--- config.mk ---
export PLATFORM = sky130hd
export DESIGN_NAME = rf_dump_reader
export DESIGN_NICKNAME = d
export VERILOG_FILES = /design/src/rtl/rf_dump_pkg.sv /design/src/rtl/rf_dump_reader.sv
export SDC_FILE = /design/constraint.sdc
export NUM_CORES = 1
export LEC_CHECK = 0
export BUFFER_PORTS_ARGS = -buffer_cell sky130_fd_sc_hd__buf_2
export CORE_MARGIN = 2
export CORE_UTILIZATION = 51
export CTS_CLUSTER_DIAMETER = 80
export DETAILED_ROUTE_END_ITERATION = 10
export GPL_TIMING_DRIVEN = 0
export PLACE_DENSITY = 0.84
export SKIP_LAST_GASP = 1
export SLEW_MARGIN = 0
export SYNTH_ARGS = -nofsm -noshare
export SYNTH_HDL_FRONTEND = slang
export SYNTH_SLANG_ARGS = --single-unit
--- constraint.sdc ---
create_clock -name clk -period 2.8 [get_ports clk]
set_input_delay 0.56 -clock clk [delete_from_list [all_inputs] [get_ports clk]]
set_output_delay 0.56 -clock clk [all_outputs]
set_load 0.05 [all_outputs]
--- src/rtl/rf_dump_pkg.sv ---
// Shared definitions for the register-file dump reader: FSM encoding and address wrap helper.
package rf_dump_pkg;

    localparam int unsigned ST_W = 3;

    localparam logic [ST_W-1:0] ST_IDLE = 3'd0;
    localparam logic [ST_W-1:0] ST_HALT = 3'd1;
    localparam logic [ST_W-1:0] ST_READ = 3'd2;
    localparam logic [ST_W-1:0] ST_SEND = 3'd3;
    localparam logic [ST_W-1:0] ST_DONE = 3'd4;

    // Increment with wrap from depth-1 back to 0, so reversed ranges walk through the top.
    function automatic int unsigned next_addr(input int unsigned a, input int unsigned depth);
        return (a == depth - 1) ? 32'd0 : a + 32'd1;
    endfunction

endpackage

--- src/rtl/rf_dump_reader.sv ---
// Halts the core, walks a register-file address range and streams each word out over valid/ready.
module rf_dump_reader
    import rf_dump_pkg::*;
#(
    parameter int unsigned DATA_WIDTH = 32,
    parameter int unsigned ADDR_DEPTH = 32,
    parameter int unsigned ADDR_WIDTH = 5
) (
    input  logic                  clk,
    input  logic                  rst_n,
    input  logic                  start,
    input  logic [ADDR_WIDTH-1:0] first_addr,
    input  logic [ADDR_WIDTH-1:0] last_addr,
    input  logic                  abort,
    output logic                  halt_req,
    input  logic                  halt_ack,
    output logic [ADDR_WIDTH-1:0] rf_addr,
    input  logic [DATA_WIDTH-1:0] rf_data,
    output logic                  out_valid,
    input  logic                  out_ready,
    output logic [DATA_WIDTH-1:0] out_data,
    output logic [ADDR_WIDTH-1:0] out_addr,
    output logic                  out_last,
    output logic                  busy,
    output logic                  done,
    output logic                  err
);

    logic [ST_W-1:0]       state_q,     state_d;
    logic [ADDR_WIDTH-1:0] rf_addr_q,   rf_addr_d;
    logic [ADDR_WIDTH-1:0] last_q,      last_d;
    logic                  out_valid_q, out_valid_d;
    logic [DATA_WIDTH-1:0] out_data_q,  out_data_d;
    logic [ADDR_WIDTH-1:0] out_addr_q,  out_addr_d;
    logic                  out_last_q,  out_last_d;
    logic                  halt_req_q,  halt_req_d;
    logic                  busy_q,      busy_d;
    logic                  done_q,      done_d;
    logic                  err_q,       err_d;
    logic                  range_bad;

    assign range_bad = (32'(first_addr) >= ADDR_DEPTH) || (32'(last_addr) >= ADDR_DEPTH);

    // Next-state and output-register logic; abort overrides everything outside IDLE.
    always_comb begin
        state_d     = state_q;
        rf_addr_d   = rf_addr_q;
        last_d      = last_q;
        out_valid_d = out_valid_q;
        out_data_d  = out_data_q;
        out_addr_d  = out_addr_q;
        out_last_d  = out_last_q;
        err_d       = 1'b0;

        case (state_q)
            ST_IDLE: begin
                if (start) begin
                    if (range_bad) begin
                        err_d = 1'b1;
                    end else begin
                        last_d    = last_addr;
                        rf_addr_d = first_addr;
                        state_d   = ST_HALT;
                    end
                end
            end
            ST_HALT: begin
                if (halt_ack) begin
                    state_d = ST_READ;
                end
            end
            ST_READ: begin
                out_data_d  = rf_data;
                out_addr_d  = rf_addr_q;
                out_valid_d = 1'b1;
                out_last_d  = (rf_addr_q == last_q);
                state_d     = ST_SEND;
            end
            ST_SEND: begin
                if (out_ready) begin
                    out_valid_d = 1'b0;
                    if (out_last_q) begin
                        state_d = ST_DONE;
                    end else begin
                        rf_addr_d = ADDR_WIDTH'(next_addr(32'(rf_addr_q), ADDR_DEPTH));
                        state_d   = ST_READ;
                    end
                end
            end
            ST_DONE: begin
                state_d = ST_IDLE;
            end
            default: begin
                state_d = ST_IDLE;
            end
        endcase

        // A pending word is withdrawn without a handshake when the dump is cancelled.
        if (abort && (state_q != ST_IDLE)) begin
            state_d     = ST_IDLE;
            out_valid_d = 1'b0;
            out_last_d  = 1'b0;
        end

        halt_req_d = (state_d != ST_IDLE);
        busy_d     = (state_d != ST_IDLE);
        done_d     = (state_d == ST_DONE);
    end

    always_ff @(posedge clk or negedge rst_n) begin
        if (!rst_n) begin
            state_q     <= ST_IDLE;
            rf_addr_q   <= '0;
            last_q      <= '0;
            out_valid_q <= 1'b0;
            out_data_q  <= '0;
            out_addr_q  <= '0;
            out_last_q  <= 1'b0;
            halt_req_q  <= 1'b0;
            busy_q      <= 1'b0;
            done_q      <= 1'b0;
            err_q       <= 1'b0;
        end else begin
            state_q     <= state_d;
            rf_addr_q   <= rf_addr_d;
            last_q      <= last_d;
            out_valid_q <= out_valid_d;
            out_data_q  <= out_data_d;
            out_addr_q  <= out_addr_d;
            out_last_q  <= out_last_d;
            halt_req_q  <= halt_req_d;
            busy_q      <= busy_d;
            done_q      <= done_d;
            err_q       <= err_d;
        end
    end

    assign halt_req  = halt_req_q;
    assign rf_addr   = rf_addr_q;
    assign out_valid = out_valid_q;
    assign out_data  = out_data_q;
    assign out_addr  = out_addr_q;
    assign out_last  = out_last_q;
    assign busy      = busy_q;
    assign done      = done_q;
    assign err       = err_q;

endmodule

Word level (Yosys, flattened, before mapping)
Cells that the tools add are included.
{"block": "op_classes", "n_eq_ne": 10, "n_reduce_logical": 10, "addsub": 1, "n_mux": 16}
{"op": "2-to-1 mux 5 bit", "count": 4}
{"op": "2-to-1 mux 3 bit", "count": 5}
{"op": "case mux 3 bit (4 select lines)", "count": 1}
{"op": "case mux 5 bit (2 select lines)", "count": 1}
{"op": "nonzero test 3 bit", "count": 3}
{"op": "equality test 3 x 2 -> 1 bit, second input constant", "count": 2}
{"op": "inequality test 2 bit, second input constant", "count": 3}
{"op": "adder 5 x 1 -> 5 bit, second input constant", "count": 1}
{"op": "equality test 5 bit", "count": 1}
{"op": "equality test 5 bit, second input constant", "count": 1}
{"op": "2-to-1 mux 1 bit", "count": 4}
{"op": "AND reduction 2 bit", "count": 2}
{"op": "AND reduction 4 bit", "count": 1}
{"op": "nonzero test 2 bit", "count": 2}
{"op": "equality test 3 x 1 -> 1 bit, second input constant", "count": 1}
{"op": "equality test 3 bit, second input constant", "count": 1}
{"op": "logical NOT 3 bit", "count": 1}
{"op": "inequality test 3 bit, second input constant", "count": 1}
{"op": "case mux 1 bit (2 select lines)", "count": 1}
{"op": "logical AND 1 bit", "count": 1}
{"block": "totals", "ff_bits": 54, "inputBits": 48}

Longest topological paths before layout
{"block": "depth", "ltp_word": 5, "ltp_mapped": 6, "mapped_depth_nobuf": 6}

Worst setup path after synthesis
No wires, ideal clock.
{"block": "synth_path", "path_type": "register to register", "startpoint": "register rf_addr_q[0], in the netlist rf_addr[0]", "endpoint": "register rf_addr_q[2], in the netlist rf_addr[2]", "setup_ps": 121, "period_less_slack_ps": 1969, "path_stages_with_launch": 7, "t_required_ps": 2679, "slack_ps": 831, "arrival_ps": 1848, "path_buffers": 0, "path_cell_list": "dfrtp_1 > ha_1 > and3_1 > ha_1 > nor2_1 > a32o_1 > a22o_1"}
{"block": "synth_via", "elab_chain_cells": 5}
{"element": "start: declaration", "line_no": "rf_dump_reader.sv:30", "source": "logic [ADDR_WIDTH-1:0] rf_addr_q, rf_addr_d;"}
{"element": "start signal: assignment", "line_no": "rf_dump_reader.sv:125", "source": "rf_addr_q <= rf_addr_d;"}
{"element": "adder 5 x 1 -> 5 bit or equality test 5 bit (tied branches)", "line_no": "rf_dump_pkg.sv:14", "source": "return (a == depth - 1) ? 32'd0 : a + 32'd1;"}
{"element": "2-to-1 mux 5 bit *", "line_no": "rf_dump_pkg.sv:14"}
{"element": "2-to-1 mux 5 bit *", "line_no": "rf_dump_reader.sv:82", "source": "if (out_last_q) begin"}
{"element": "2-to-1 mux 5 bit *", "line_no": "rf_dump_reader.sv:80", "source": "if (out_ready) begin"}
{"element": "case mux 5 bit (2 select lines) *", "line_no": "rf_dump_reader.sv:55", "source": "case (state_q)"}
Every way passes the cells marked *; elsewhere a longest branch is shown, timed or not. The select of a mux whose other input is x is not followed.
A chain may end at the register's enable or synchronous reset.

Final worst setup path
Same ends and word-level chain as after synthesis.

==> impl_results.md <==
* Launching point of the worst reg2reg path: rf_addr[0]
* Chip Width at 71.26 um
* Total Die Area at 0.005078 sq mm
* Cell row count at 24
* Total number of vias at 1,689
* Die span in y at 71.26 um
* Cell-internal power at 2.081 mW
* Initial Util at 0.5299
* Final std cells w/o fill at 321
* Total of cells resized after clock tree synthesis at 0
* RSZ-0062 raised after global routing: no
* H-tree depth at 2
* Critical path data required time at 2.99 ns
* Number of cells after detailed placement at 314
* Post-Syn Nets at 219
* Number of port buffers at 93
* Clock root buffer: sky130_fd_sc_hd__clkbuf_8
* Final number of hold-violating endpoints at 0
* Post-route cell area at 0.002950 sq mm
* CP Launch Type: flop
* Sequential-to-total area share from yosys stat at 0.5857
* Most frequent cells in the layout: 98 x sky130_fd_sc_hd__buf_2, 54 x sky130_fd_sc_hd__dfrtp_1, 42 x sky130_fd_sc_hd__mux2_2, 10 x sky130_fd_sc_hd__a21oi_1, 9 x sky130_fd_sc_hd__nor2_1
* Routed wire length at 4818 um
* Data arrival time at the worst-slack endpoint at 2.02 ns
* Peak VDD IR at 662.3 uV
* Final critical-path required period at 1.836 ns
* Length of the first detailed-routing pass in iterations at 4
* Setup slack of the most critical reg-to-reg path at 0.96 ns
* WL per Instance at 15.01 um
* Sequential share of power at 0.333
* Prevailing post-synth register cell: sky130_fd_sc_hd__dfrtp_1
* Nets@finish at 319
* Via-to-Cell Ratio at 5.262
* Comb power frac at 0.541
* Half-perimeter wire length after placement at 3603 um
* Maximum number of pins on one net before global-route repair at 55
* Total core area at 0.004354 sq mm
* Clock network fraction of design power at 0.126
* Slew HR at 0.2295
* Number of DRC markers in iteration 0 at 112
* Number of antenna violations at the first check in global routing at 0
* Mean Syn Cell Area at 13.65 sq um
* Final RePlAce weighted congestion at 0.7463
* Terminating pin of the worst hold path: out_data[22]
* Post-synthesis instance total at 169
* Transition time of the tightest slew-check pin at 1.156 ns
* Clock-pin slew of the registers on the worst-case setup and hold paths at 0.09 ns
* Yosys warns at 0
* Clock latency of the later-clocked register in the worst-skew pair at 0.30 ns
* Final count of negative-setup-slack endpoints at 0
* Netlist cell types at 37
* Leakage power figure at 1.454 nW
* Type of the worst setup path: flop to flop
* Global-route wire length before repair at 7990 um
* #FFs+latches synth at 54
* Number of enable flip-flop cells after synthesis at 0
* Count of pins on the block boundary at 96
* Sinks on the clock net at 54
* Placement Cell Area at 0.002838 sq mm
* Setup TNS at 0 ns
* Number of global-route vias before repair at 1,720
* Global routing usage summed across all routing layers at 0.1986
* CTS tree: built
* Share of post-route cells with drive strength above 1 at 0.5688
* Antenna-violating nets left at 0
* Final Max Tran Viols at 0
* Worst reg-to-reg path cell count at 6
* Largest driver fanout on the critical path at 7
* Post-route DRC violation count at 0
* Diodes inserted at 0
* Max Buffers Root-to-Sink at 2
* Critical register-to-register path endpoint: rf_addr[2]
* TritonCTS Buffers at 5
* Post-synthesis async set-or-reset flop share at 1.000
* Outcome: complete, no violations
* Layout overhead on the synthesized area at 27.87%
* Setup repair bufs after CTS at 0
* Residual overflow from global routing at 0
* Areal power density over the cells at 1400 mW/mm^2
* Sw frac at 0.4963
* Most common cell after layout, fill and taps aside: sky130_fd_sc_hd__buf_2
* Hold-critical path depth at 2
* Net Switching at 2.050 mW
* Post-Syn Area at 0.002307 sq mm
* Power after layout at 4.131 mW
* CTS Hold Bufs at 0
* Final worst path period share at 0.6556
* Upper clock frequency limit at 0.5447 GHz
* Setup clock skew after layout at 0.007521 ns
* CP Capture Type: flop
* Number of max-cap violations at 0
* Hold WC Path Type: primary input to flop
* Startpoint of the most critical hold path: rf_data[22]
==> cell usage after synthesis, drive strengths merged (2+ instances only) <==
cell | n | area (sq um)
ha | 2 | 25.02
buf | 9 | 51.29
a21oi | 11 | 66.32
inv | 2 | 7.510
nand2 | 3 | 11.26
nor2 | 9 | 33.78
mux2i | 2 | 20.02
a22o | 3 | 26.28
nand3 | 2 | 10.01
mux2 | 42 | 473.0
xnor2 | 2 | 17.52
nor3b | 2 | 15.01
o21ai | 2 | 10.01
xor2 | 3 | 26.28
nor3 | 3 | 15.01
dfrtp | 54 | 1351
==> through the flow <==
stage	hold slack, ns	worst slack [ns]	util
6_report	0.4829	0.9642	0.6776
5_1_grt	0.4715	0.8675	0.6776
4_1_cts	0.4762	0.9552	0.6776
3_5_place_dp	0.4907	0.9210	0.6517
3_3_place_gp	0.4590	0.9531	0.6517
2_1_floorplan	0.2644	0.8310	-
==> how the worst max path moves through the flow <==
stage                            end        from  slack [ns]  cells after the start
after floorplan           rf_addr[2]  rf_addr[0]        0.83                      6
after global placement    rf_addr[3]       start        0.95                      5
after detailed placement  rf_addr[3]       start        0.92                      5
after CTS                 rf_addr[2]  rf_addr[1]        0.96                      6
after global routing      rf_addr[2]  rf_addr[0]        0.87                      6
final                     rf_addr[2]  rf_addr[0]        0.96                      6
==> state kept, by name (all words and copies together) (netlist names) <==
register	cells
out_last	1
busy	1
out_data	32
out_addr	5
out_valid	1
last_q	5
rf_addr	5
done	1
state_q	3
==> worst max-delay path, stage by stage (launching register included) <==
cell                      delay (ns)
sky130_fd_sc_hd__dfrtp_1        0.48
sky130_fd_sc_hd__ha_1           0.23
sky130_fd_sc_hd__and3_1         0.18
sky130_fd_sc_hd__ha_1           0.23
sky130_fd_sc_hd__nor2_1         0.11
sky130_fd_sc_hd__a32o_1         0.27
sky130_fd_sc_hd__a22o_1         0.22
==> cell families (layout without fill, tap and decap cells) <==
logic type                 after synthesis  count (layout)  synth area share
adders and majority gates                2               2           0.01084
other                                    1               1          0.001625
and+or+nand+nor                         27              27           0.06942
AOI/OAI and AO/OA                       24              24           0.07268
DFF                                     54              54            0.5857
buffers and inverters                   12             112           0.02711
xor gates and xnor gates                 5               5           0.01898
muxes                                   44              44            0.2137
==> power by group through the flow <==
stage / clock (mW) / sequential [mW] / combinational, mW
after floorplan: 0 / 2.49 / 0.612
after global placement: 0 / 1.37 / 2.20
after detailed placement: 0 / 1.39 / 2.25
after CTS: 0.535 / 1.38 / 2.25
after global routing: 0.570 / 1.43 / 2.34
final: 0.520 / 1.38 / 2.23
==> routing by layer <==
layer,part of all wire,GRT usage
met4,0.0089,0.05870
met2,0.54,0.3549
met1,0.39,0.2410
met5,0,0
met3,0.052,0.04360
==> layout make-up <==
cell class | instances | area (sq um)
buffer | 10 | 55.05
clock buffer | 6 | 82.58
clock inverter | 1 | 30.03
fill | 352 | 1404
inverter | 2 | 7.507
multi-input combinational | 103 | 893.4
sequential | 54 | 1351
tap | 52 | 65.06
timing repair buffer | 93 | 465.4
Power figures use the tool's default switching activity.
